==> src/rtl/axi_to_ready_valid_multi_if.sv <==
// Bus bundle for axi_to_ready_valid_multi.
// Covers the AXI4-Lite slave port and the N_CH user-side ready/valid channels.
interface axi_to_ready_valid_multi_if #(
  parameter int unsigned N_CH   = 4,
  parameter int unsigned DATA_W = 32,
  parameter int unsigned ADDR_W = 6
);
  logic [ADDR_W-1:0]      S00_AXI_awaddr;
  logic                   S00_AXI_awvalid;
  logic                   S00_AXI_awready;
  logic [DATA_W-1:0]      S00_AXI_wdata;
  logic                   S00_AXI_wvalid;
  logic                   S00_AXI_wready;
  logic [1:0]             S00_AXI_bresp;
  logic                   S00_AXI_bvalid;
  logic                   S00_AXI_bready;
  logic [ADDR_W-1:0]      S00_AXI_araddr;
  logic                   S00_AXI_arvalid;
  logic                   S00_AXI_arready;
  logic [DATA_W-1:0]      S00_AXI_rdata;
  logic [1:0]             S00_AXI_rresp;
  logic                   S00_AXI_rvalid;
  logic                   S00_AXI_rready;
  logic [N_CH-1:0]        ch_wvalid_o;
  logic [DATA_W-1:0]      ch_wdata_o;
  logic [N_CH-1:0]        ch_wready_i;
  logic [N_CH-1:0]        ch_werror_i;
  logic [N_CH-1:0]        ch_rready_o;
  logic [N_CH-1:0]        ch_rvalid_i;
  logic [N_CH*DATA_W-1:0] ch_rdata_i;
  logic [N_CH-1:0]        ch_rerror_i;

  modport slave (
    input  S00_AXI_awaddr, S00_AXI_awvalid, S00_AXI_wdata, S00_AXI_wvalid, S00_AXI_bready,
    input  S00_AXI_araddr, S00_AXI_arvalid, S00_AXI_rready,
    output S00_AXI_awready, S00_AXI_wready, S00_AXI_bresp, S00_AXI_bvalid,
    output S00_AXI_arready, S00_AXI_rdata, S00_AXI_rresp, S00_AXI_rvalid,
    output ch_wvalid_o, ch_wdata_o, ch_rready_o,
    input  ch_wready_i, ch_werror_i, ch_rvalid_i, ch_rdata_i, ch_rerror_i
  );

  modport master (
    output S00_AXI_awaddr, S00_AXI_awvalid, S00_AXI_wdata, S00_AXI_wvalid, S00_AXI_bready,
    output S00_AXI_araddr, S00_AXI_arvalid, S00_AXI_rready,
    input  S00_AXI_awready, S00_AXI_wready, S00_AXI_bresp, S00_AXI_bvalid,
    input  S00_AXI_arready, S00_AXI_rdata, S00_AXI_rresp, S00_AXI_rvalid,
    input  ch_wvalid_o, ch_wdata_o, ch_rready_o,
    output ch_wready_i, ch_werror_i, ch_rvalid_i, ch_rdata_i, ch_rerror_i
  );
endinterface

==> src/rtl/axi_to_ready_valid_multi.sv <==
// AXI4-Lite slave bridging single-beat accesses onto N_CH ready/valid channels,
// with word-address decode, DECERR/SLVERR responses and an optional user timeout.
module axi_to_ready_valid_multi #(
  parameter int unsigned N_CH        = 4,
  parameter int unsigned DATA_W      = 32,
  parameter int unsigned ADDR_W      = 6,
  parameter int unsigned TIMEOUT_CYC = 0
) (
  input logic S00_AXI_aclk,
  input logic S00_AXI_areset,
  axi_to_ready_valid_multi_if.slave bus
);
  localparam int unsigned IDX_W = ADDR_W - 2;
  localparam int unsigned CNT_W = (TIMEOUT_CYC > 1) ? $clog2(TIMEOUT_CYC) : 1;

  typedef enum logic [1:0] {W_IDLE, W_USER, W_RESP} w_state_t;
  typedef enum logic [1:0] {R_IDLE, R_USER, R_RESP} r_state_t;

  // Word index to one-hot channel select; all-zero means unmapped.
  function automatic logic [N_CH-1:0] decode(input logic [IDX_W-1:0] idx);
    logic [N_CH-1:0] sel;
    sel = '0;
    for (int unsigned k = 0; k < N_CH; k++) sel[k] = (32'(idx) == k);
    return sel;
  endfunction

  logic [N_CH-1:0] aw_dec, ar_dec;
  logic            unused_addr_lsbs;
  assign aw_dec           = decode(bus.S00_AXI_awaddr[ADDR_W-1:2]);
  assign ar_dec           = decode(bus.S00_AXI_araddr[ADDR_W-1:2]);
  assign unused_addr_lsbs = ^{bus.S00_AXI_awaddr[1:0], bus.S00_AXI_araddr[1:0]};

  // Write path registers and their next values
  w_state_t          w_state, w_state_n;
  logic              aw_got, aw_got_n, w_got, w_got_n;
  logic [N_CH-1:0]   w_sel, w_sel_n;
  logic              awready_q, awready_n, wready_q, wready_n;
  logic              bvalid_q, bvalid_n;
  logic [1:0]        bresp_q, bresp_n;
  logic [N_CH-1:0]   ch_wvalid_q, ch_wvalid_n;
  logic [DATA_W-1:0] ch_wdata_q, ch_wdata_n;
  logic [CNT_W-1:0]  w_cnt, w_cnt_n;
  logic              w_expire;

  // Read path registers and their next values
  r_state_t          r_state, r_state_n;
  logic              arready_q, arready_n;
  logic              rvalid_q, rvalid_n;
  logic [1:0]        rresp_q, rresp_n;
  logic [DATA_W-1:0] rdata_q, rdata_n;
  logic [N_CH-1:0]   ch_rready_q, ch_rready_n;
  logic [CNT_W-1:0]  r_cnt, r_cnt_n;
  logic              r_expire;
  logic [DATA_W-1:0] rd_mux;

  assign w_expire = (TIMEOUT_CYC != 0) && (32'(w_cnt) == TIMEOUT_CYC - 1);
  assign r_expire = (TIMEOUT_CYC != 0) && (32'(r_cnt) == TIMEOUT_CYC - 1);

  always_ff @(posedge S00_AXI_aclk or posedge S00_AXI_areset) begin
    if (S00_AXI_areset) begin
      w_state     <= W_IDLE;
      aw_got      <= 1'b0;
      w_got       <= 1'b0;
      w_sel       <= '0;
      awready_q   <= 1'b0;
      wready_q    <= 1'b0;
      bvalid_q    <= 1'b0;
      bresp_q     <= 2'b00;
      ch_wvalid_q <= '0;
      ch_wdata_q  <= '0;
      w_cnt       <= '0;
      r_state     <= R_IDLE;
      arready_q   <= 1'b0;
      rvalid_q    <= 1'b0;
      rresp_q     <= 2'b00;
      rdata_q     <= '0;
      ch_rready_q <= '0;
      r_cnt       <= '0;
    end else begin
      w_state     <= w_state_n;
      aw_got      <= aw_got_n;
      w_got       <= w_got_n;
      w_sel       <= w_sel_n;
      awready_q   <= awready_n;
      wready_q    <= wready_n;
      bvalid_q    <= bvalid_n;
      bresp_q     <= bresp_n;
      ch_wvalid_q <= ch_wvalid_n;
      ch_wdata_q  <= ch_wdata_n;
      w_cnt       <= w_cnt_n;
      r_state     <= r_state_n;
      arready_q   <= arready_n;
      rvalid_q    <= rvalid_n;
      rresp_q     <= rresp_n;
      rdata_q     <= rdata_n;
      ch_rready_q <= ch_rready_n;
      r_cnt       <= r_cnt_n;
    end
  end

  // Write FSM: collect AW and W in any order, then user handshake, then B.
  always_comb begin
    w_state_n   = w_state;
    aw_got_n    = aw_got;
    w_got_n     = w_got;
    w_sel_n     = w_sel;
    awready_n   = awready_q;
    wready_n    = wready_q;
    bvalid_n    = bvalid_q;
    bresp_n     = bresp_q;
    ch_wvalid_n = ch_wvalid_q;
    ch_wdata_n  = ch_wdata_q;
    w_cnt_n     = w_cnt;
    case (w_state)
      W_IDLE: begin
        if (bus.S00_AXI_awvalid && awready_q) begin
          aw_got_n = 1'b1;
          w_sel_n  = aw_dec;
        end
        if (bus.S00_AXI_wvalid && wready_q) begin
          w_got_n    = 1'b1;
          ch_wdata_n = bus.S00_AXI_wdata;
        end
        awready_n = !aw_got_n;
        wready_n  = !w_got_n;
        if (aw_got_n && w_got_n) begin
          aw_got_n  = 1'b0;
          w_got_n   = 1'b0;
          awready_n = 1'b0;
          wready_n  = 1'b0;
          w_cnt_n   = '0;
          if (|w_sel_n) begin
            ch_wvalid_n = w_sel_n;
            w_state_n   = W_USER;
          end else begin
            bvalid_n  = 1'b1;
            bresp_n   = 2'b11;
            w_state_n = W_RESP;
          end
        end
      end
      W_USER: begin
        // A handshake on the expiry cycle takes priority over the timeout.
        if (|(bus.ch_wready_i & ch_wvalid_q)) begin
          ch_wvalid_n = '0;
          bvalid_n    = 1'b1;
          bresp_n     = (|(bus.ch_werror_i & ch_wvalid_q)) ? 2'b10 : 2'b00;
          w_state_n   = W_RESP;
        end else if (w_expire) begin
          ch_wvalid_n = '0;
          bvalid_n    = 1'b1;
          bresp_n     = 2'b10;
          w_state_n   = W_RESP;
        end else begin
          w_cnt_n = w_cnt + CNT_W'(1);
        end
      end
      W_RESP: begin
        if (bus.S00_AXI_bready) begin
          bvalid_n  = 1'b0;
          awready_n = 1'b1;
          wready_n  = 1'b1;
          w_state_n = W_IDLE;
        end
      end
      default: w_state_n = W_IDLE;
    endcase
  end

  // Selected channel's read data and error flag.
  logic rd_err;
  always_comb begin
    rd_mux = '0;
    rd_err = 1'b0;
    for (int unsigned k = 0; k < N_CH; k++) begin
      if (ch_rready_q[k]) begin
        rd_mux = rd_mux | bus.ch_rdata_i[k*DATA_W +: DATA_W];
        rd_err = rd_err | bus.ch_rerror_i[k];
      end
    end
  end

  // Read FSM: accept AR, user handshake, then R.
  always_comb begin
    r_state_n   = r_state;
    arready_n   = arready_q;
    rvalid_n    = rvalid_q;
    rresp_n     = rresp_q;
    rdata_n     = rdata_q;
    ch_rready_n = ch_rready_q;
    r_cnt_n     = r_cnt;
    case (r_state)
      R_IDLE: begin
        arready_n = 1'b1;
        if (bus.S00_AXI_arvalid && arready_q) begin
          arready_n = 1'b0;
          r_cnt_n   = '0;
          if (|ar_dec) begin
            ch_rready_n = ar_dec;
            r_state_n   = R_USER;
          end else begin
            rvalid_n  = 1'b1;
            rresp_n   = 2'b11;
            rdata_n   = '0;
            r_state_n = R_RESP;
          end
        end
      end
      R_USER: begin
        if (|(bus.ch_rvalid_i & ch_rready_q)) begin
          ch_rready_n = '0;
          rvalid_n    = 1'b1;
          rdata_n     = rd_mux;
          rresp_n     = rd_err ? 2'b10 : 2'b00;
          r_state_n   = R_RESP;
        end else if (r_expire) begin
          ch_rready_n = '0;
          rvalid_n    = 1'b1;
          rdata_n     = '0;
          rresp_n     = 2'b10;
          r_state_n   = R_RESP;
        end else begin
          r_cnt_n = r_cnt + CNT_W'(1);
        end
      end
      R_RESP: begin
        if (bus.S00_AXI_rready) begin
          rvalid_n  = 1'b0;
          arready_n = 1'b1;
          r_state_n = R_IDLE;
        end
      end
      default: r_state_n = R_IDLE;
    endcase
  end

  assign bus.S00_AXI_awready = awready_q;
  assign bus.S00_AXI_wready  = wready_q;
  assign bus.S00_AXI_bvalid  = bvalid_q;
  assign bus.S00_AXI_bresp   = bresp_q;
  assign bus.S00_AXI_arready = arready_q;
  assign bus.S00_AXI_rvalid  = rvalid_q;
  assign bus.S00_AXI_rresp   = rresp_q;
  assign bus.S00_AXI_rdata   = rdata_q;
  assign bus.ch_wvalid_o     = ch_wvalid_q;
  assign bus.ch_wdata_o      = ch_wdata_q;
  assign bus.ch_rready_o     = ch_rready_q;
endmodule

==> src/flat_wrapper.sv <==
// flat-port wrapper written by rule: the top's interface ports become plain ports
module axi_to_ready_valid_multi_flat 
#(
  parameter int unsigned N_CH        = 4,
  parameter int unsigned DATA_W      = 32,
  parameter int unsigned ADDR_W      = 6,
  parameter int unsigned TIMEOUT_CYC = 0
)
  (S00_AXI_aclk, S00_AXI_areset, bus_S00_AXI_awaddr, bus_S00_AXI_awvalid, bus_S00_AXI_wdata, bus_S00_AXI_wvalid, bus_S00_AXI_bready, bus_S00_AXI_araddr, bus_S00_AXI_arvalid, bus_S00_AXI_rready, bus_S00_AXI_awready, bus_S00_AXI_wready, bus_S00_AXI_bresp, bus_S00_AXI_bvalid, bus_S00_AXI_arready, bus_S00_AXI_rdata, bus_S00_AXI_rresp, bus_S00_AXI_rvalid, bus_ch_wvalid_o, bus_ch_wdata_o, bus_ch_rready_o, bus_ch_wready_i, bus_ch_werror_i, bus_ch_rvalid_i, bus_ch_rdata_i, bus_ch_rerror_i);
  axi_to_ready_valid_multi_if #(.N_CH(N_CH), .DATA_W(DATA_W), .ADDR_W(ADDR_W)) bus_i ();
  input logic S00_AXI_aclk;
  input logic S00_AXI_areset;
  input wire logic [$bits(bus_i.S00_AXI_awaddr)-1:0] bus_S00_AXI_awaddr;
  input wire logic [$bits(bus_i.S00_AXI_awvalid)-1:0] bus_S00_AXI_awvalid;
  input wire logic [$bits(bus_i.S00_AXI_wdata)-1:0] bus_S00_AXI_wdata;
  input wire logic [$bits(bus_i.S00_AXI_wvalid)-1:0] bus_S00_AXI_wvalid;
  input wire logic [$bits(bus_i.S00_AXI_bready)-1:0] bus_S00_AXI_bready;
  input wire logic [$bits(bus_i.S00_AXI_araddr)-1:0] bus_S00_AXI_araddr;
  input wire logic [$bits(bus_i.S00_AXI_arvalid)-1:0] bus_S00_AXI_arvalid;
  input wire logic [$bits(bus_i.S00_AXI_rready)-1:0] bus_S00_AXI_rready;
  output wire logic [$bits(bus_i.S00_AXI_awready)-1:0] bus_S00_AXI_awready;
  output wire logic [$bits(bus_i.S00_AXI_wready)-1:0] bus_S00_AXI_wready;
  output wire logic [$bits(bus_i.S00_AXI_bresp)-1:0] bus_S00_AXI_bresp;
  output wire logic [$bits(bus_i.S00_AXI_bvalid)-1:0] bus_S00_AXI_bvalid;
  output wire logic [$bits(bus_i.S00_AXI_arready)-1:0] bus_S00_AXI_arready;
  output wire logic [$bits(bus_i.S00_AXI_rdata)-1:0] bus_S00_AXI_rdata;
  output wire logic [$bits(bus_i.S00_AXI_rresp)-1:0] bus_S00_AXI_rresp;
  output wire logic [$bits(bus_i.S00_AXI_rvalid)-1:0] bus_S00_AXI_rvalid;
  output wire logic [$bits(bus_i.ch_wvalid_o)-1:0] bus_ch_wvalid_o;
  output wire logic [$bits(bus_i.ch_wdata_o)-1:0] bus_ch_wdata_o;
  output wire logic [$bits(bus_i.ch_rready_o)-1:0] bus_ch_rready_o;
  input wire logic [$bits(bus_i.ch_wready_i)-1:0] bus_ch_wready_i;
  input wire logic [$bits(bus_i.ch_werror_i)-1:0] bus_ch_werror_i;
  input wire logic [$bits(bus_i.ch_rvalid_i)-1:0] bus_ch_rvalid_i;
  input wire logic [$bits(bus_i.ch_rdata_i)-1:0] bus_ch_rdata_i;
  input wire logic [$bits(bus_i.ch_rerror_i)-1:0] bus_ch_rerror_i;
  assign bus_i.S00_AXI_awaddr = bus_S00_AXI_awaddr;
  assign bus_i.S00_AXI_awvalid = bus_S00_AXI_awvalid;
  assign bus_i.S00_AXI_wdata = bus_S00_AXI_wdata;
  assign bus_i.S00_AXI_wvalid = bus_S00_AXI_wvalid;
  assign bus_i.S00_AXI_bready = bus_S00_AXI_bready;
  assign bus_i.S00_AXI_araddr = bus_S00_AXI_araddr;
  assign bus_i.S00_AXI_arvalid = bus_S00_AXI_arvalid;
  assign bus_i.S00_AXI_rready = bus_S00_AXI_rready;
  assign bus_S00_AXI_awready = bus_i.S00_AXI_awready;
  assign bus_S00_AXI_wready = bus_i.S00_AXI_wready;
  assign bus_S00_AXI_bresp = bus_i.S00_AXI_bresp;
  assign bus_S00_AXI_bvalid = bus_i.S00_AXI_bvalid;
  assign bus_S00_AXI_arready = bus_i.S00_AXI_arready;
  assign bus_S00_AXI_rdata = bus_i.S00_AXI_rdata;
  assign bus_S00_AXI_rresp = bus_i.S00_AXI_rresp;
  assign bus_S00_AXI_rvalid = bus_i.S00_AXI_rvalid;
  assign bus_ch_wvalid_o = bus_i.ch_wvalid_o;
  assign bus_ch_wdata_o = bus_i.ch_wdata_o;
  assign bus_ch_rready_o = bus_i.ch_rready_o;
  assign bus_i.ch_wready_i = bus_ch_wready_i;
  assign bus_i.ch_werror_i = bus_ch_werror_i;
  assign bus_i.ch_rvalid_i = bus_ch_rvalid_i;
  assign bus_i.ch_rdata_i = bus_ch_rdata_i;
  assign bus_i.ch_rerror_i = bus_ch_rerror_i;
  axi_to_ready_valid_multi #(.N_CH(N_CH), .DATA_W(DATA_W), .ADDR_W(ADDR_W), .TIMEOUT_CYC(TIMEOUT_CYC)) u_core (.S00_AXI_aclk(S00_AXI_aclk), .S00_AXI_areset(S00_AXI_areset), .bus(bus_i));
endmodule
==> config.mk <==
export PLATFORM = sky130hd
export DESIGN_NAME = axi_to_ready_valid_multi_flat
export DESIGN_NICKNAME = d
export VERILOG_FILES = /design/src/rtl/axi_to_ready_valid_multi_if.sv /design/src/rtl/axi_to_ready_valid_multi.sv /design/src/flat_wrapper.sv
export SDC_FILE = /design/constraint.sdc
export NUM_CORES = 1
export LEC_CHECK = 0
export ABC_CLOCK_PERIOD_IN_PS = 5000
export CAP_MARGIN = 20
export CELL_PAD_IN_SITES_DETAIL_PLACEMENT = 1
export CELL_PAD_IN_SITES_GLOBAL_PLACEMENT = 1
export CORE_MARGIN = 2
export CORE_UTILIZATION = 29
export CTS_CLUSTER_SIZE = 14
export DETAILED_ROUTE_END_ITERATION = 10
export PLACE_DENSITY = 0.88
export RECOVER_POWER = 50
export SYNTH_ARGS = -nofsm -noshare
export SYNTH_HDL_FRONTEND = slang
export SYNTH_SLANG_ARGS = --single-unit
==> constraint.sdc <==
create_clock -name S00_AXI_aclk -period 5 [get_ports S00_AXI_aclk]
set_clock_uncertainty 0.15 [all_clocks]
set_input_delay 0.5 -clock S00_AXI_aclk [delete_from_list [all_inputs] [get_ports S00_AXI_aclk]]
set_output_delay 0.5 -clock S00_AXI_aclk [all_outputs]
set_load 0.02 [all_outputs]
== After elaboration in Yosys (flattened, before gate mapping) ==
Cells that the tools add are included.

* Register bits: 91
* Bits of input ports: 195
* Output and inout port bits: 81
* Word-level logic and storage cells: 143

* Equality and inequality tests: 20
* Mux-type cells: 66
* Bitwise logic cells: 9
* Reductions and logical operators: 32

{| class="wikitable"
|+ Operators with widths
! kind !! count
|-
| $mux 32 || 7
|-
| $or 32x32->32 || 3
|-
| $pmux 32 s2 || 1
|-
| $mux 2 || 16
|-
| $mux 4 || 8
|-
| $mux 1 || 23
|-
| $reduce_or 4->1 || 5
|-
| $eq 4x2->1 const B || 4
|-
| $pmux 4 s2 || 2
|-
| $reduce_and 4->1 || 4
|-
| $and 4x4->4 || 3
|-
| $ne 2x1->1 const B || 6
|-
| $pmux 2 s3 || 2
|-
| $reduce_and 5->1 || 2
|-
| $eq 4x1->1 const B || 2
|-
| $logic_not 4->1 || 2
|-
| $ne 2x2->1 const B || 4
|-
| $pmux 2 s2 || 2
|-
| $reduce_bool 2->1 || 4
|-
| $pmux 1 s2 || 3
|-
| $pmux 1 s3 || 2
|-
| $reduce_and 2->1 || 3
|-
| $reduce_and 3->1 || 2
|-
| $reduce_bool 3->1 || 2
|-
| 6 further kinds || 15
|}

== Logic depth before layout (Yosys ltp) ==
Gate-level depths: netlist (run 1).

* Depth in word-level cells: 10
* Gate-level depth with buffers: 7
* Gate-level depth less buffers: 4

== Worst setup path before layout (run 1) ==
OpenSTA, ideal clock, no wires.

* Path kind: register to register
* Start: register u_core.ch_rready_q[1] (netlist: u_core.bus.ch_rready_o[1])
* End: register u_core.rresp_q[1] (netlist: u_core.bus.S00_AXI_rresp[1])
* Arrival: 1594 ps
* Data required time: 4722 ps
* Setup slack: 3128 ps
* Cell stages (with the launch flop): 7
* Clock period less this slack: 1872 ps
* Path through: dfrtp_1 > buf_2 > a22o_1 > o21ai_2 > a21o_1 > buf_4 > mux2_1

* Word-level cells in the longest chain between the ends: 8
* Elaborated cells on any way between the ends: 12
* Classes of those cells: eq/ne: 1; mux: 6; bitwise: 3; reduce/logical: 2

{| class="wikitable"
|+ Ends and longest elaborated chain
! element !! line !! text
|-
| start: declaration || axi_to_ready_valid_multi.sv:51 || <nowiki>logic [N_CH-1:0] ch_rready_q, ch_rready_n;</nowiki>
|-
| start signal: assignment || axi_to_ready_valid_multi.sv:96 || <nowiki>ch_rready_q <= ch_rready_n;</nowiki>
|-
| $mux 1 || axi_to_ready_valid_multi.sv:176 || <nowiki>if (ch_rready_q[k]) begin</nowiki>
|-
| $or 1x1->1 || axi_to_ready_valid_multi.sv:178 || <nowiki>rd_err = rd_err | bus.ch_rerror_i[k];</nowiki>
|-
| $mux 1 || axi_to_ready_valid_multi.sv:176 ||
|-
| $or 1x1->1 || axi_to_ready_valid_multi.sv:178 ||
|-
| $mux 1 || axi_to_ready_valid_multi.sv:176 ||
|-
| $mux 2 || axi_to_ready_valid_multi.sv:214 || <nowiki>rresp_n = rd_err ? 2'b10 : 2'b00;</nowiki>
|-
| $mux 2 || axi_to_ready_valid_multi.sv:210 || <nowiki>if (|(bus.ch_rvalid_i & ch_rready_q)) begin</nowiki>
|-
| $pmux 2 s2 || axi_to_ready_valid_multi.sv:192 || <nowiki>case (r_state)</nowiki>
|-
| end signal: assignment || axi_to_ready_valid_multi.sv:94 || <nowiki>rresp_q <= rresp_n;</nowiki>
|-
| end: declaration || axi_to_ready_valid_multi.sv:49 || <nowiki>logic [1:0] rresp_q, rresp_n;</nowiki>
|}

Parallel ways exist; a longest one is shown, timed or not. The select of a mux whose other input is x is not followed.
A chain may end at the register's enable or synchronous reset.

== Final worst setup path (run 1) ==
* Start: register u_core.ch_rready_q[3] (netlist: u_core.bus.ch_rready_o[3])
* End: output bus_ch_rready_o[3]

{| class="wikitable"
|+ RTL lines
! element !! line !! text
|-
| end: declaration || flat_wrapper.sv:31 || <nowiki>output wire logic [$bits(bus_i.ch_rready_o)-1:0] bus_ch_rready_o;</nowiki>
|}

No word-level cell between the ends.

==> summary.md, run 1 <==
The post-route clock period utilization came out at 0.685. Buffers inserted during clock tree synthesis total 9. Once detail routing completed, the nets flagged for antenna violations numbered 0.

The maximum clock frequency was 292 MHz. The worst setup path is launched from a register. The total power is 2.49 mW. For the count of endpoints failing hold in the final timing report, the log shows 0.

For this run, the number of Yosys warnings is 0. The number of nets in the synthesized netlist is 551. In this run the core area contains 44 standard-cell rows. The die covers 16,000 um2. The most frequent cell after synthesis was sky130_fd_sc_hd__dfrtp_1. Largest area contributor in the synthesized netlist: sky130_fd_sc_hd__dfrtp_1.

The logs give 44 for the count of different cell masters after synthesis and 2 for the max-capacitance violation count. Before antenna repair, the detailed router went through 4 iterations. After routing, the total negative slack on setup checks comes to 0 ns. For this run, the slowest stage of the critical path takes 0.99 ns. After clock tree synthesis, the flow added hold-fix buffers numbering 0. The HPWL after detailed placement is 13,800 um. The startpoint identified for the worst register-to-register timing path is u_core.bus.ch_rready_o[3]$_DFFE_PP0P_. After global routing the overflow that remains totals 0. Data on the critical path arrives at its endpoint at 2.78 ns. The routed length per placed instance is 22.6 um. The post-cts repair resize count was 0; the initial standard-cell utilization of the core was 0.298. The count of buffers added on input and output ports is 271. VDD sags by at most 0.000156 V. The first routing iteration left 193 violations. The dominant combinational cell family by area after synthesis was compound AO/OA/AOI/OAI gates. After synthesis the netlist holds a flip-flop and latch count of 91.

The count of cells in the finished layout, fillers not included, comes to 807. For the number of max-slew violations in the final report, the log shows 70. For the core box area, the log shows 14,600 um2. The later pin in the worst-skew pair is clocked with a latency of 0.34 ns. The critical path goes through clkbuf_1 -> clkdlybuf4s50_1. After detailed routing, the number of vias per cell comes to 5.31. After clock tree synthesis, the clock-pin slew on the worst setup and hold paths is 0.06 ns. In this run, synthesis inferred 0 flip-flops with an integrated enable.

The async set-reset flop share out of synthesis was 1.00. STA classifies the critical path endpoint as a primary output. From synthesis to final layout, the design area changed by 72.7%. The I/O pin count was 276. In this run the worst setup path begins at u_core.bus.ch_rready_o[3]$_DFFE_PP0P_. In the synthesized netlist, the number of instances is 356. Among all stages on the critical path, the largest delay is contributed by sky130_fd_sc_hd__clkbuf_1.

The mux contribution to synthesized area is 0.110. The tightest slew margin relative to the limit is -0.311, and the transition at the pin with the smallest max-transition slack is 1.97 ns. The parity-gate share of the synthesized area counting xor and xnor cells is 0.

The tools report the number of global-route vias before repair as 4,764. The number of buffers on the longest clock path was 2; the first-pass GRT wire length was 27,700 um. The initial antenna violation count came out at 2. For the placer congestion estimate, the log shows 0.841. Setup repair after global routing left no endpoint under its margin. For the leakage dissipation, the log shows 3.16 nW.

For the worst setup path, the data required time is 4.35 ns. The share of the synthesized area in the top cell type is 0.523, and the instance area after placement is 7210 um2. The type of the worst setup path is register to primary output. The run finished, with violations left.

The leading register cell type out of synthesis was sky130_fd_sc_hd__dfrtp_1. The largest net degree at the start of global routing is 58. The class of the tightest hold or removal check is register to register. The worst hold path stage count is 1. The checks that failed: capacitance limit, slew limit. The adder and majority gate portion of the synthesized area was 0; the sequential cell area fraction in the yosys report was 0.523. Measured in cells, the most critical reg-to-reg path has a length of 6. Die span in x: 127 um.

For the post-layout instance area, the log shows 7520 um2. The number of levels the H-tree was split into is 3, and the compound-gate portion of the synthesized area is 0.266. The final-report setup violation count is 0, and the share of layout cells above drive strength 1 is 0.0548. TritonCTS built the clock tree.

In this run the worst path has a maximum fanout of 26. The clock net in this run drives a total of 91 sinks. The die is 127 um tall.

For the post-detailed-route DRC marker count, the log shows 0. The final standard cell utilization of the core was 0.516. For the worst-case setup slack after placement, the log shows 2.39 ns. The tools report the count of buffers added by post-CTS timing repair for setup as 0.

For this block, the routed nets add up to 18,300 um of wire. Summing every instance area after synthesis gives 4350 um2. The power density normalized to cell area came out at 332 nW/um2. The average cell area after synthesis was 12.2 um2. The final-layout worst hold slack came out at 0.333 ns. The tools report the clock root buffer master as sky130_fd_sc_hd__clkbuf_16. Counting tap cells, the placed design contains a total of 789 instances. The total track usage is 0.224, and the minimum clock period is 3.43 ns. The area share of and/or/nand/nor cells after synthesis is 0.0609, and the post-route worst setup slack is 1.57 ns. The logs give 812 for the count of nets after finishing and 4,287 for the total number of vias. Ranked by total cell area, the synthesized netlist is headed by sky130_fd_sc_hd__dfrtp_1, sky130_fd_sc_hd__a22o_1, sky130_fd_sc_hd__mux2_1. The worst hold path begins at u_core.bus.ch_wdata_o[24]$_DFFE_PP0P_. In the synthesized netlist, the cells that appear most often are sky130_fd_sc_hd__dfrtp_1, sky130_fd_sc_hd__a22o_1, sky130_fd_sc_hd__a221oi_1.
cells by family (layout without fill, tap and decap cells):
group                  after synthesis  after routing
AO/OA/AOI/OAI                      138            138
other                                0              2
flip-flops                          91             91
buffers and inverters               37            302
AND/OR/NAND/NOR                     49             49
multiplexers                        41             41
final cells by class:
| type | count | area, um2 |
|---|---|---|
| Antenna cell | 2 | 5.00 |
| Tap cell | 184 | 230 |
| Timing Repair Buffer | 280 | 2790 |
| Clock buffer | 9 | 225 |
| Sequential cell | 91 | 2280 |
| Inverter | 7 | 27.5 |
| Multi-Input combinational cell | 228 | 1880 |
| Clock inverter | 6 | 88.8 |
| Fill cell | 1518 | 7070 |
final timing paths:
kind	end	slack, ns
setup / recovery	bus_ch_rready_o[3]	1.57
hold / removal	u_core.bus.ch_wdata_o[24]$_DFFE_PP0P_	0.33
setup reg to reg	u_core.bus.S00_AXI_rresp[1]$_DFFE_PP0P_	1.82
hold reg to reg	u_core.bus.ch_wdata_o[24]$_DFFE_PP0P_	0.33
max in group asynchronous	u_core.bus.S00_AXI_rvalid$_DFFE_PP0P_	1.76
min in group asynchronous	u_core.bus.S00_AXI_rdata[22]$_DFFE_PP0P_	0.46
metal layers:
metal | up-vias | part of all wire | wire [um] | track usage
met5 | - | 0 | 0 | 0
met4 | 0 | 0.028 | 505 | 0.0918
met3 | 28 | 0.076 | 1380 | 0.0527
met2 | 177 | 0.53 | 9700 | 0.404
met1 | 2153 | 0.37 | 6680 | 0.252
li1 | 1929 | - | - | -
placed cells by master, fill, tap and decap left out, types with 2 or more instances in the layout:
cell type                           n
sky130_fd_sc_hd__a21o_1             3
sky130_fd_sc_hd__a21oi_1            4
sky130_fd_sc_hd__a221oi_1          33
sky130_fd_sc_hd__a22o_1            41
sky130_fd_sc_hd__a22oi_1            3
sky130_fd_sc_hd__a2bb2oi_1          2
sky130_fd_sc_hd__and3_1             3
sky130_fd_sc_hd__buf_4              5
sky130_fd_sc_hd__bufinv_16          2
sky130_fd_sc_hd__clkbuf_1           3
sky130_fd_sc_hd__clkbuf_16          9
sky130_fd_sc_hd__clkdlybuf4s50_1  246
sky130_fd_sc_hd__clkinvlp_4         2
sky130_fd_sc_hd__dfrtp_1           91
sky130_fd_sc_hd__diode_2            2
sky130_fd_sc_hd__dlygate4sd3_1     25
sky130_fd_sc_hd__inv_1              6
sky130_fd_sc_hd__mux2_1            30
sky130_fd_sc_hd__mux2_2             4
sky130_fd_sc_hd__mux2_4             3
sky130_fd_sc_hd__mux2i_1            4
sky130_fd_sc_hd__nand2_1            7
sky130_fd_sc_hd__nand2b_1           5
sky130_fd_sc_hd__nand3_1            7
sky130_fd_sc_hd__nor2_1            12
sky130_fd_sc_hd__nor2b_1            2
sky130_fd_sc_hd__nor3_1             4
sky130_fd_sc_hd__nor3b_1            2
sky130_fd_sc_hd__o21ai_0            8
sky130_fd_sc_hd__o21ai_1            2
sky130_fd_sc_hd__o2bb2ai_1         32
sky130_fd_sc_hd__o32a_1             2
report_power, final:
part / internal [mW] / total, mW / switching [mW] / leakage [nW]
Sequential: 0.799 / 0.885 / 0.0857 / 1.22
Clock: 0.436 / 0.729 / 0.293 / 0.148
Combinational: 0.447 / 0.881 / 0.434 / 1.79
critical path, delay by kind of cell (launching register included):
family / cells / cell delay, ns
buf+inv: 2 / 1.78
flops: 1 / 0.64
state kept, by name, summed over array words and instances, names as in the netlist, 2 cells and up:
| register | flops |
|---|---|
| u_core.bus.S00_AXI_bresp | 2 |
| u_core.bus.S00_AXI_rdata | 32 |
| u_core.bus.S00_AXI_rresp | 2 |
| u_core.bus.ch_rready_o | 4 |
| u_core.bus.ch_wdata_o | 32 |
| u_core.bus.ch_wvalid_o | 4 |
| u_core.r_state | 2 |
| u_core.w_sel | 4 |
| u_core.w_state | 2 |
No activity file was read; power rests on OpenSTA's default activity.
==> run 2: changes to the inputs <==
--- a/config.mk
+++ b/config.mk
@@ -5,15 +5,15 @@
 export SDC_FILE = /design/constraint.sdc
 export NUM_CORES = 1
 export LEC_CHECK = 0
-export ABC_CLOCK_PERIOD_IN_PS = 5000
+export ABC_CLOCK_PERIOD_IN_PS = 3500
 export CAP_MARGIN = 20
 export CELL_PAD_IN_SITES_DETAIL_PLACEMENT = 1
 export CELL_PAD_IN_SITES_GLOBAL_PLACEMENT = 1
 export CORE_MARGIN = 2
-export CORE_UTILIZATION = 29
+export CORE_UTILIZATION = 27
 export CTS_CLUSTER_SIZE = 14
 export DETAILED_ROUTE_END_ITERATION = 10
-export PLACE_DENSITY = 0.88
+export PLACE_DENSITY = 0.83
 export RECOVER_POWER = 50
 export SYNTH_ARGS = -nofsm -noshare
 export SYNTH_HDL_FRONTEND = slang
==> constraint.sdc (replaced) <==
create_clock -name S00_AXI_aclk -period 3.5 [get_ports S00_AXI_aclk]
set_clock_uncertainty 0.15 [all_clocks]
set_input_delay 0.35 -clock S00_AXI_aclk [delete_from_list [all_inputs] [get_ports S00_AXI_aclk]]
set_output_delay 0.35 -clock S00_AXI_aclk [all_outputs]
set_load 0.02 [all_outputs]
==> run 2 against run 1 <==
The flow still finishes with violations (capacitance limit, slew limit). Combinational power grew 50%. Sequential share of layout area decreased by 0.19 points. Power is 43% higher. Utilization down 3.7 points. Cell count rose by 3.7%. Design area increased by 0.63%. First-iteration DRC count down 15%. Flip-flop and latch count did not move. Wire length is 4.1% lower. Register-to-register slack worse by 0.47 ns. Critical path type unchanged.
==> summary.md, run 2 (synthesized netlist as in run 1, its figures left out) <==
The worst hold path belongs to the class register to register. The number of input and output port buffers inserted is 271 (unchanged), and the wire length reported by the detailed router is 17,500 um (-4.1%). The run gives 7280 um2 (+1.0%) as the instance area after placement. The sum of negative setup slack was 0 ns (unchanged); the count of endpoints failing hold in the final timing report was 0 (unchanged).

The worst hold path stage count works out to 1 (unchanged). The final-layout fill cell count came out at 1,663 (+9.6%). The initial antenna violation count came out at 1 (-1). The library cells used most frequently in the layout, excluding fill and tap cells, are sky130_fd_sc_hd__clkdlybuf4s50_1, sky130_fd_sc_hd__dfrtp_1, sky130_fd_sc_hd__a22o_1, sky130_fd_sc_hd__a221oi_1, sky130_fd_sc_hd__o2bb2ai_1.

The data required time of the worst path is 3.00 ns (-1.35 ns). Among all stages on the critical path, the largest delay is contributed by sky130_fd_sc_hd__clkdlybuf4s50_1. The number of clock sinks is 91 (unchanged), and the I/O pin count is 276 (unchanged).

For the first-pass GRT wire length, the log shows 25,700 um (-7.2%). The worst setup path is captured at a primary output. The worst setup path is of the register to primary output kind. The cell count of the worst reg-to-reg path was 3 (-3); the biggest cell delay along the critical path was 0.69 ns (-0.30 ns). The transition at the pin with the smallest max-transition slack is 1.61 ns (-0.359 ns), and the largest fanout on the critical path is 35 (+35%).

The post-route clock period utilization came out at 0.650. The minimum clock period was 2.28 ns; the largest net degree at the start of global routing was 59 (+1.7%). The placed wire-length estimate was 13,500 um (-2.1%); the fraction of power spent switching nets was 0.323 (-0.00263). For the share of total power in the clock network, the log shows 0.293 (about the same). The die span in x was 131 um (+3.5%). The run gives 0.275 (-0.0234) as the initial standard-cell utilization of the core. The max-capacitance violation count came out at 1 (-1). The detail-routed via count per cell was 5.15 (-3.1%). The tools report the leftover overflow at the end of global routing as 0 (unchanged). Kind of launch point of the worst setup path: a register. The tools report the post-layout instance area as 7570 um2 (+0.63%).

Leaving out fill and tap cells, the most frequent cell in the layout is sky130_fd_sc_hd__clkdlybuf4s50_1. The leakage dissipation came out at 3.18 nW (+0.57%). The count of buffering cells on the critical path with inverters included was 2 (unchanged); the final-layout worst hold slack was 0.333 ns (+0.000258 ns). The run gives 0 (unchanged) as the post-detailed-route DRC marker count. Traced cell by cell, the critical path runs through buf_4 -> clkdlybuf4s50_1.

The tools report the placer congestion estimate as 0.810 (-3.7%). The share of layout cells above drive strength 1 is 0.0581 (+0.00331). From synthesis to final layout, the design area changed by 73.8%. For the number of nets still failing antenna checks after routing, the log shows 0 (unchanged). The number of levels the H-tree was split into is 3 (unchanged), and the total power is 3.58 mW (+43%). The power density normalized to cell area is 473 nW/um2 (+43%). The run gives 34 (-51%) as the number of max-slew violations in the final report. The area enclosed by the die boundary is 17,200 um2 (+7.2%). The number of cells on the critical path works out to 2 (unchanged). The tools report the clock root buffer master as sky130_fd_sc_hd__clkbuf_16. The run finished, with violations left. Number of CTS-inserted buffers: 9 (unchanged). The final standard cell utilization of the core was 0.478 (-0.0373); the slack of the worst reg-to-reg path was 1.35 ns (-0.47 ns).

The checks that failed: capacitance limit, slew limit. The run gives 0.368 (+0.015) as the combinational power share. TritonCTS built the clock tree. Setup repair after global routing left no endpoint under its margin. The number of global-route vias before repair was 4,703 (-1.3%). For the core box area, the log shows 15,800 um2 (+8.5%).

The post-cts repair resize count is 0 (unchanged). The final-report setup violation count is 0 (unchanged). Timing would allow up to 439 MHz. Total number of vias: 4,308 (+0.49%).

The kind of cell with the highest combined delay along the critical path is buffers and inverters. The tools report the count of nets after finishing as 811 (-0.12%). The internal power of the cells came out at 2.42 mW (+44%). The routed length per placed instance is 20.9 um (-7.5%), and the starting DRC count in detailed routing is 164 (-15%). The worst voltage drop across the vdd grid came out at 0.000235 V (+51%).

The arrival time of the worst setup path was 1.78 ns (-1.00 ns); the count of buffers added by post-CTS timing repair for setup was 0 (unchanged). The logs give 1.16 mW (+42%) for the net switching power figure and -0.0779 (+0.234) for the tightest slew margin relative to the limit. The clock slew seen by the registers of the worst setup and hold paths is 0.07 ns (about the same). The run gives 5 (+1) as the length of the first detailed-routing pass in iterations.

The logs give 0 (unchanged) for the number of hold buffers added after CTS and 0.339 (-0.016) for the fraction of power consumed by sequential logic. The clock latency on the worst-skew pair was 0.34 ns (about the same); the number of buffers on the longest clock path was 2 (unchanged). For the total track usage, the log shows 0.197 (-0.0265). The number of standard-cell rows in the floorplan was 46 (+4.5%); the height of the die was 131 um (+3.5%).
[run 2: cell types whose count changed in the layout (fill, tap and decap cells not counted), sizes merged]
cell	previous run	this run
diode	2	1
dlygate4sd3	25	27
buf	6	8
clkbuf	12	9
clkdlybuf4s50	246	244
clkinvlp	3	2
clkinv	1	2
[run 2: worst reg2reg max path, cell delays in order, from the launching register on]
cell                      delay (ns)
sky130_fd_sc_hd__dfrtp_1        0.47
sky130_fd_sc_hd__or4_4          0.57
sky130_fd_sc_hd__a21oi_1        0.49
sky130_fd_sc_hd__mux2_4         0.35
[run 2: worst paths after layout]
kind | startpoint | to
max | u_core.bus.ch_rready_o[2]$_DFFE_PP0P_ | bus_ch_rready_o[2]
min | u_core.bus.S00_AXI_rdata[8]$_DFFE_PP0P_ | u_core.bus.S00_AXI_rdata[8]$_DFFE_PP0P_
max reg2reg | u_core.r_state[0]$_DFFE_PP0P_ | u_core.bus.ch_rready_o[1]$_DFFE_PP0P_
min reg2reg | u_core.bus.S00_AXI_rdata[8]$_DFFE_PP0P_ | u_core.bus.S00_AXI_rdata[8]$_DFFE_PP0P_
max in group asynchronous | S00_AXI_areset | u_core.bus.ch_wdata_o[3]$_DFFE_PP0P_
min in group asynchronous | S00_AXI_areset | u_core.w_got$_DFFE_PP0P_
[run 2: metal layers]
metal / up-vias / track usage / part of all wire
met5: - / 0 / 0
met4: 0 / 0.0770 / 0.025
met3: 31 / 0.0570 / 0.084
met2: 192 / 0.361 / 0.52
met1: 2160 / 0.214 / 0.37
li1: 1925 / - / -
[run 2: power by group through the flow]
stage	Sequential [mW]	Combinational (mW)	Clock, mW
after floorplan	1.32	0.640	0
after global placement	1.24	1.27	0
after detailed placement	1.24	1.34	0
after CTS	1.22	1.34	1.08
after global routing	1.23	1.41	1.12
final	1.21	1.32	1.05
[run 2: through the flow]
| stage | cells | setup slack [ns] |
|---|---|---|
| after floorplan | 356 | 0.636 |
| final | 837 | 1.22 |
| after global routing | 837 | 1.16 |
| after detailed placement | 821 | 1.04 |
| after CTS | 836 | 1.20 |
| after global placement | 820 | 0.617 |
[run 2: cell type report]
cell class,instances,area [um2],share of cell area
Tap cell,216,270,0.0357
Inverter,7,27.5,0.00364
Timing Repair Buffer,279,2810,0.371
Clock inverter,6,90.1,0.0119
Antenna cell,1,2.50,0.000331
Clock buffer,9,225,0.0298
Multi-Input combinational cell,228,1870,0.247
Sequential cell,91,2280,0.301
